**config.mk**
```make
export PLATFORM = sky130hd
export DESIGN_NAME = cmip_app_cnt_sampler
export DESIGN_NICKNAME = d
export VERILOG_FILES = /design/src/rtl/cmip_app_cnt_sampler.sv
export SDC_FILE = /design/constraint.sdc
export NUM_CORES = 1
export LEC_CHECK = 0
export BUFFER_PORTS_ARGS = -buffer_cell sky130_fd_sc_hd__buf_2
export CAP_MARGIN = 20
export CORE_MARGIN = 5
export CORE_UTILIZATION = 35
export DETAILED_ROUTE_END_ITERATION = 10
export GPL_TIMING_DRIVEN = 0
export PLACE_DENSITY_LB_ADDON = 0.08
export SYNTH_ARGS = -nofsm -noshare
export SYNTH_HDL_FRONTEND = slang
export SYNTH_SLANG_ARGS = --single-unit
```
**constraint.sdc**
```tcl
create_clock -name clk -period 3.1 [get_ports clk]
set_input_delay 0.31 -clock clk [delete_from_list [all_inputs] [get_ports clk]]
set_output_delay 0.31 -clock clk [all_outputs]
set_load 0.1 [all_outputs]
```
**src/rtl/cmip_app_cnt_sampler.sv**
```systemverilog
// cmip_app_cnt_sampler: captures and clears a cmip_app_cnt counter every WIN_CYC clocks,
// presenting a saturated snapshot, overflow flag and sequence number on a one-entry valid/ready slot.
module cmip_app_cnt_sampler #(
  parameter int unsigned width   = 16,
  parameter logic [31:0] WIN_CYC = 32'd100_000_000
) (
  input  logic             clk,
  input  logic             rst_n,
  input  logic             en,
  input  logic [width-1:0] cnt_i,
  input  logic             vld_i,
  output logic             cnt_clr_o,
  output logic [width-1:0] smp_data_o,
  output logic             smp_ovf_o,
  output logic [7:0]       smp_seq_o,
  output logic             smp_vld_o,
  input  logic             smp_rdy_i,
  output logic             smp_drop_o,
  output logic [15:0]      drop_cnt_o
);
  typedef enum logic {IDLE, RUN} state_e;
  localparam logic [31:0] LAST = WIN_CYC - 32'd1;
  localparam logic [31:0] PRE  = WIN_CYC - 32'd2;
  state_e           state_q, state_d;
  logic [31:0]      win_q, win_d;
  logic             clr_q, clr_d;
  logic             ovf_r_q, ovf_r_d;
  logic [7:0]       seq_q, seq_d;
  logic [width-1:0] data_q, data_d;
  logic             ovf_q, ovf_d;
  logic [7:0]       sseq_q, sseq_d;
  logic             vld_q, vld_d;
  logic             drop_q, drop_d;
  logic [15:0]      drop_cnt_q, drop_cnt_d;
  logic [width:0]   sum;
  logic             cap, wrap, sum_ovf, take;
  always_comb begin
    state_d    = state_q;
    win_d      = win_q;
    clr_d      = clr_q;
    ovf_r_d    = ovf_r_q;
    seq_d      = seq_q;
    data_d     = data_q;
    ovf_d      = ovf_q;
    sseq_d     = sseq_q;
    vld_d      = vld_q && !smp_rdy_i;
    drop_d     = 1'b0;
    drop_cnt_d = drop_cnt_q;
    cap        = 1'b0;
    // the end-cycle vld is masked by clr inside the counter, so it is added here
    sum        = {1'b0, cnt_i} + {{width{1'b0}}, vld_i};
    sum_ovf    = ovf_r_q | sum[width];
    wrap       = vld_i && (&cnt_i) && !clr_q;
    take       = !vld_q || smp_rdy_i;
    if (state_q == IDLE) begin
      if (en) begin
        state_d = RUN;
        clr_d   = 1'b0;
        win_d   = '0;
        ovf_r_d = 1'b0;
      end
    end else if (!en) begin
      state_d = IDLE;
      clr_d   = 1'b1;
      win_d   = '0;
    end else begin
      cap     = win_q == LAST;
      win_d   = cap ? '0 : win_q + 32'd1;
      clr_d   = win_q == PRE;
      ovf_r_d = !cap && (ovf_r_q || wrap);
    end
    if (cap) begin
      seq_d = seq_q + 8'd1;
      if (take) begin
        vld_d  = 1'b1;
        data_d = sum_ovf ? '1 : sum[width-1:0];
        ovf_d  = sum_ovf;
        sseq_d = seq_q;
      end else begin
        drop_d     = 1'b1;
        drop_cnt_d = drop_cnt_q + {15'd0, ~&drop_cnt_q};
      end
    end
  end
  always_ff @(posedge clk or negedge rst_n) begin
    if (!rst_n) begin
      state_q    <= IDLE;
      win_q      <= '0;
      clr_q      <= 1'b1;
      ovf_r_q    <= 1'b0;
      seq_q      <= '0;
      data_q     <= '0;
      ovf_q      <= 1'b0;
      sseq_q     <= '0;
      vld_q      <= 1'b0;
      drop_q     <= 1'b0;
      drop_cnt_q <= '0;
    end else begin
      state_q    <= state_d;
      win_q      <= win_d;
      clr_q      <= clr_d;
      ovf_r_q    <= ovf_r_d;
      seq_q      <= seq_d;
      data_q     <= data_d;
      ovf_q      <= ovf_d;
      sseq_q     <= sseq_d;
      vld_q      <= vld_d;
      drop_q     <= drop_d;
      drop_cnt_q <= drop_cnt_d;
    end
  end
  assign cnt_clr_o  = clr_q;
  assign smp_data_o = data_q;
  assign smp_ovf_o  = ovf_q;
  assign smp_seq_o  = sseq_q;
  assign smp_vld_o  = vld_q;
  assign smp_drop_o = drop_q;
  assign drop_cnt_o = drop_cnt_q;
endmodule

```
==> flow_summary.toml, run 1 <==
[outcome]
outcome = "completed"

[synth]
avgSynthCellArea_um2 = 9.68
async_flop_share_pct = 100
synth_warnings = 0
synth_area_leaders = "dfrtp_1 46%, nand3_1 4.4%, nand2_1 4.1%"
synth_area_um2 = 4620
yosysSeqAreaShare_pct = 46.6
yosysTopAreaCell = "dfrtp_1"
synth_cells = 477
synthFlopType = "dfrtp_1"
syn_nets = 505
synth_top_area_share_pct = 46.1
ys_seq_elements = 86
synthDistinctLibCells = 54
synth_edf_count = 0

[sta]
rsz0062_at_grt = "false"
worst_pin_slew_ns = 1.02
finalSetupViolations = 0
hold_viol = 0
hold_ws_ns = 0.180
fmax_ghz = 0.373
final.period_utilization_pct = 86.5
drv_slew = 0
relSlewSlack_pct = 31.7
fin_tns_setup_ns = 0
post-route-min-period_ns = 2.68
skew_ns = 0.0113

[grt]
antenna_found_initial = 0
grt_use_total_pct = 16.1
grt_max_degree = 58
grt_pass1_vias = 3932
grt_first_pass_wirelength_um = 20300
overflow = 0

[job]
cap_viol_max_count = 0

[routing]
drt_iter0_drc = 297
drc = 0
drt-total-wl_um = 12100
drt-wirelength-per-cell_um = 16.5
first_pass_iters = 4
postRouteAntennaNets = 0
routed_via_density = 5.29
dr_total_vias = 3890

[clocking]
cts_buffers = 9
clk_pin_slew_worst_paths_ns = 0.07
cts_tree = "built"
clock-root-buffer = "clkbuf_16"
cts_max_level = 3
clockBufferDepth = 2
cts_num_sinks = 86
cts_setup_buffers = 0
cts-resized-gates = 0
clkLatencyLatePin_ns = 0.35

[worst_setup_path]
crit_type = "register to register"
cp_slowest_cell = "nor3_1"
cpPeakStageDelay_ns = 0.81
end_kind = "register"
path_common_cell = "nor3_1"
arrival_ns = 2.91
crit_fanout = 8
required_ns = 3.33
crit_path_start_kind = "register"
crit_chain = "nand4_1 -> or4_4 -> buf_6 -> nor3_1 -> nor3_1 -> a221o_1"

[die]
rows = 42
die_w_um = 125
io_pins = 65
die_area_um2 = 15600
die_h_um = 125
coreArea_um2 = 13100
start_util_pct = 35.3

[final_layout]
area_growth_pct = 19.5
drive_gt1_share_pct = 22.5
fin_util_pct = 42.2
final_nets = 582
antennaDiodeCount = 0
fillers = 1306

[worst_hold_path]
hold_class = "input port to register"

[power_and_ir_drop]
vdd_drop_max_mv = 0.196
p_per_area_nw_per_um2 = 442
leakagePower_nw = 2.48

[place]
place.gp.congestion = 0.833
io_buffers = 64
dpl.hpwl_um = 8720
[stage by stage]
stage               total power [mW]  setup slack, ns  std cells  area [µm²]
floorplan                       1.20            0.158        477        4620
global placement                1.27            0.378        717        5160
detailed placement              1.27            0.435        718        5190
CTS                             2.47            0.425        735        5520
global route                    2.53            0.260        735        5520
finish                          2.44            0.418        735        5520
[report_power, final]
part           internal (mW)  leakage [nW]  total, mW  switching [mW]
combinational         0.0345          1.13      0.116          0.0818
clock                  0.709         0.160       1.19           0.482
sequential              1.13          1.19       1.13         0.00508
[cell type report]
class | count | area [µm²] | share of cell area [%]
multi-input combinational | 361 | 2310 | 41.9
sequential | 86 | 2150 | 39.0
timing repair buffer | 66 | 360 | 6.53
clock buffer | 9 | 225 | 4.08
tap | 176 | 220 | 3.99
buffer | 19 | 108 | 1.95
clock inverter | 7 | 96.3 | 1.75
inverter | 11 | 41.3 | 0.748
[cells by family after synthesis]
family / synth area share [%]
AND/OR/NAND/NOR: 29.5
buffers and inverters: 3.22
AO/OA/AOI/OAI: 8.84
multiplexers: 3.12
XOR/XNOR: 6.83
flip-flops: 46.6
adder cells (fa/ha/maj): 1.90
[critical path: cells and delay by family, from the launching register on]
kind                   cells  cell delay, ns
AO/OA/AOI/OAI              1            0.29
flip-flops                 1            0.46
buffers and inverters      1            0.15
AND/OR/NAND/NOR            4            1.66
[per-layer routing]
metal	up-vias	track usage, %	wire length [µm]
li1	1910	-	-
met1	1864	21.9	5770
met2	95	25.1	5480
met3	21	2.92	533
met4	0	7.53	312
met5	-	0	0
[cell usage after synthesis (3+ instances only)]
library cell / n
nor4_4: 4
nand3_1: 41
ha_1: 7
or3_1: 8
o21ai_0: 16
dfrtp_1: 85
and2_1: 3
buf_6: 3
xor2_1: 15
nor3_1: 17
nand2_1: 50
and4_1: 3
and3_1: 12
nand4_1: 26
nor4_1: 10
or4_1: 8
a31oi_1: 8
mux2_2: 11
nor4_2: 5
clkbuf_1: 8
inv_1: 11
nor2_1: 38
xnor2_1: 21
buf_2: 5
o211ai_1: 4
or2_2: 3
a21oi_1: 19
[final timing paths]
check / start / cells past startpoint / endpoint / slack, ns
setup reg to reg: win_q[13] / 6 / win_q[7] / 0.42
setup / recovery: win_q[13] / 6 / win_q[7] / 0.42
hold / removal: en / 1 / state_q / 0.18
hold reg to reg: seq_q[7] / 1 / seq_q[7] / 0.48
max in group asynchronous: rst_n / 3 / drop_cnt_o[11] / 2.02
min in group asynchronous: rst_n / 2 / smp_data_o[8] / 0.46
[placed cells by master (no fill, tap or decap), types with 9 or more instances in the layout]
| cell | synthesis | layout |
|---|---|---|
| nor2_1 | 38 | 38 |
| nand4_1 | 26 | 26 |
| o21ai_0 | 16 | 16 |
| buf_2 | 5 | 68 |
| dfrtp_1 | 85 | 85 |
| mux2_2 | 11 | 11 |
| nand2_1 | 50 | 50 |
| a21oi_1 | 19 | 19 |
| clkbuf_16 | 0 | 9 |
| nand3_1 | 41 | 41 |
| xnor2_1 | 21 | 21 |
| inv_1 | 11 | 11 |
| and3_1 | 12 | 12 |
| xor2_1 | 15 | 15 |
| nor3_1 | 17 | 17 |
| nor4_1 | 10 | 10 |
[flip-flops by register name, summed over array words and instances, names as in the netlist, 8 cells and up]
name	cells
smp_seq_o	8
seq_q	8
drop_cnt_o	16
win_q	32
smp_data_o	16
[what timing repair did]
item                                    in CTS  in global routing
endpoints found under the setup margin       0                  0
hold buffers                                 1                  0
endpoints found under the hold margin       28                  0
(Power assumes the default switching activity.)
==> inputs of run 2 (changes only) <==
- CORE_UTILIZATION: 35 -> 58
==> run 2 against run 1 <==
Compared with the run above:
- flip-flop and latch count unchanged
- fmax is 0.10% lower
- die area shrank 37%
- worst hold slack worse by 0.022 ns
- worst setup slack worse by 0.0027 ns
- first-iteration DRC count down 1.3%
==> flow_summary.toml, run 2 (synthesis gave the netlist of run 1 again) <==
[die]
coreArea_um2 = 7730
rows = 32
die_h_um = 99.2
die_area_um2 = 9840
start_util_pct = 59.7
io_pins = 65
die_w_um = 99.2

[worst_setup_path]
cp-startpoint = "win_q[13]"
crit_buf_inv = 1
cpPeakStageDelay_ns = 0.79
required_ns = 3.35
end_kind = "register"
cp_slowest_cell = "nor3_1"
crit_chain = "nand4_1 -> or4_4 -> buf_6 -> nor3_1 -> nor3_1 -> a221o_1"
crit_type = "register to register"
crit_path_start_kind = "register"
cp_top_family = "simple AND/OR/NAND/NOR gates"
crit_fanout = 8
arrival_ns = 2.93
regToRegStartpoint = "win_q[13]"
path_common_cell = "nor3_1"

[sta]
fmax_ghz = 0.373
post-route-min-period_ns = 2.68
finalSetupViolations = 0
fin_tns_setup_ns = 0
relSlewSlack_pct = 33.7
hold_viol = 0
hold_ws_ns = 0.157
final.period_utilization_pct = 86.6
drv_slew = 0
worst_pin_slew_ns = 0.988
skew_ns = 0.0100
rsz0062_at_grt = "false"

[final_layout]
register_area_um2 = 2150
antennaDiodeCount = 0
top_register = "win_q"
multi_input_area_um2 = 2310
final_nets = 582
area_growth_pct = 14.6
fillers = 622
largest_reg_flops = 32
drive_gt1_share_pct = 22.5
layout_commonest_cell = "dfrtp_1"
mostFrequentLayoutCells = "85 x dfrtp_1, 68 x buf_2, 50 x nand2_1"

[power_and_ir_drop]
leakagePower_nw = 2.41
clock_power_share_pct = 37.9
p_switching_uw = 536
switching_share_pct = 26.7
p_per_area_nw_per_um2 = 379
p_seq_share_pct = 56.4
p_int_mw = 1.47
combPwrFrac_pct = 5.7
vdd_drop_max_mv = 0.185

[routing]
drt-total-wl_um = 11100
drc = 0
dr_total_vias = 4002
routed_via_density = 6.05
first_pass_iters = 5
postRouteAntennaNets = 0
drt-wirelength-per-cell_um = 16.8
drt_iter0_drc = 293

[grt]
grt_max_degree = 55
grt_first_pass_wirelength_um = 19000
antenna_found_initial = 0
overflow = 0
grt_use_total_pct = 23.7
grt_pass1_vias = 3903

[place]
io_buffers = 64
dpl.hpwl_um = 8040
place.gp.congestion = 0.876

[clocking]
clk_pin_slew_worst_paths_ns = 0.10
clkLatencyLatePin_ns = 0.36
clockBufferDepth = 2
cts_tree = "built"
cts_num_sinks = 86
cts_hold_buf = 1
clock-root-buffer = "clkbuf_8"
cts_buffers = 9
cts_max_level = 3
cts-resized-gates = 0
cts_setup_buffers = 0

[job]
cap_viol_max_count = 0

[worst_hold_path]
hp-start = "en"
hold_class = "input port to register"

[outcome]
outcome = "completed"
## run 2: routing by layer
layer | GRT usage [%] | wire, µm | vias to the layer above
met2 | 36.4 | 5080 | 137
li1 | - | - | 1911
met3 | 4.49 | 698 | 30
met4 | 12.0 | 324 | 0
met5 | 0 | 0 | -
met1 | 32.1 | 5030 | 1924
## run 2: per-stage QoR
| step | util [%] | cells | area (µm²) | worst slack, ns | total power [mW] |
|---|---|---|---|---|---|
| 2_1_floorplan | - | 477 | 4620 | 0.158 | 1.20 |
| 6_report | 68.5 | 661 | 5290 | 0.415 | 2.00 |
| 5_1_grt | 68.5 | 661 | 5290 | 0.269 | 2.09 |
| 3_3_place_gp | 65.5 | 643 | 5060 | 0.543 | 1.26 |
| 3_5_place_dp | 65.9 | 644 | 5090 | 0.505 | 1.27 |
| 4_1_cts | 68.5 | 661 | 5290 | 0.481 | 2.02 |
## run 2: cell type report
type	instances	share of cell area (%)
buffer	19	2.03
sequential	86	40.7
inverter	11	0.780
multi-input combinational	361	43.7
timing repair buffer	66	6.81
tap	102	2.41
clock inverter	7	1.21
clock buffer	9	2.34
## run 2: power groups by stage
stage | sequential [mW] | combinational, mW | clock, mW
6_report | 1.13 | 0.114 | 0.761
5_1_grt | 1.13 | 0.128 | 0.831
4_1_cts | 1.13 | 0.115 | 0.779
3_5_place_dp | 1.15 | 0.113 | 0
3_3_place_gp | 1.15 | 0.107 | 0
2_1_floorplan | 1.16 | 0.0417 | 0
## run 2: final timing paths
| check | end | slack [ns] | cells after the start |
|---|---|---|---|
| max | win_q[7] | 0.42 | 6 |
| min | state_q | 0.16 | 1 |
| max reg2reg | win_q[7] | 0.42 | 6 |
| min reg2reg | drop_cnt_o[10] | 0.48 | 1 |
| max in group asynchronous | smp_seq_o[5] | 2.04 | 3 |
| min in group asynchronous | smp_data_o[2] | 0.43 | 2 |
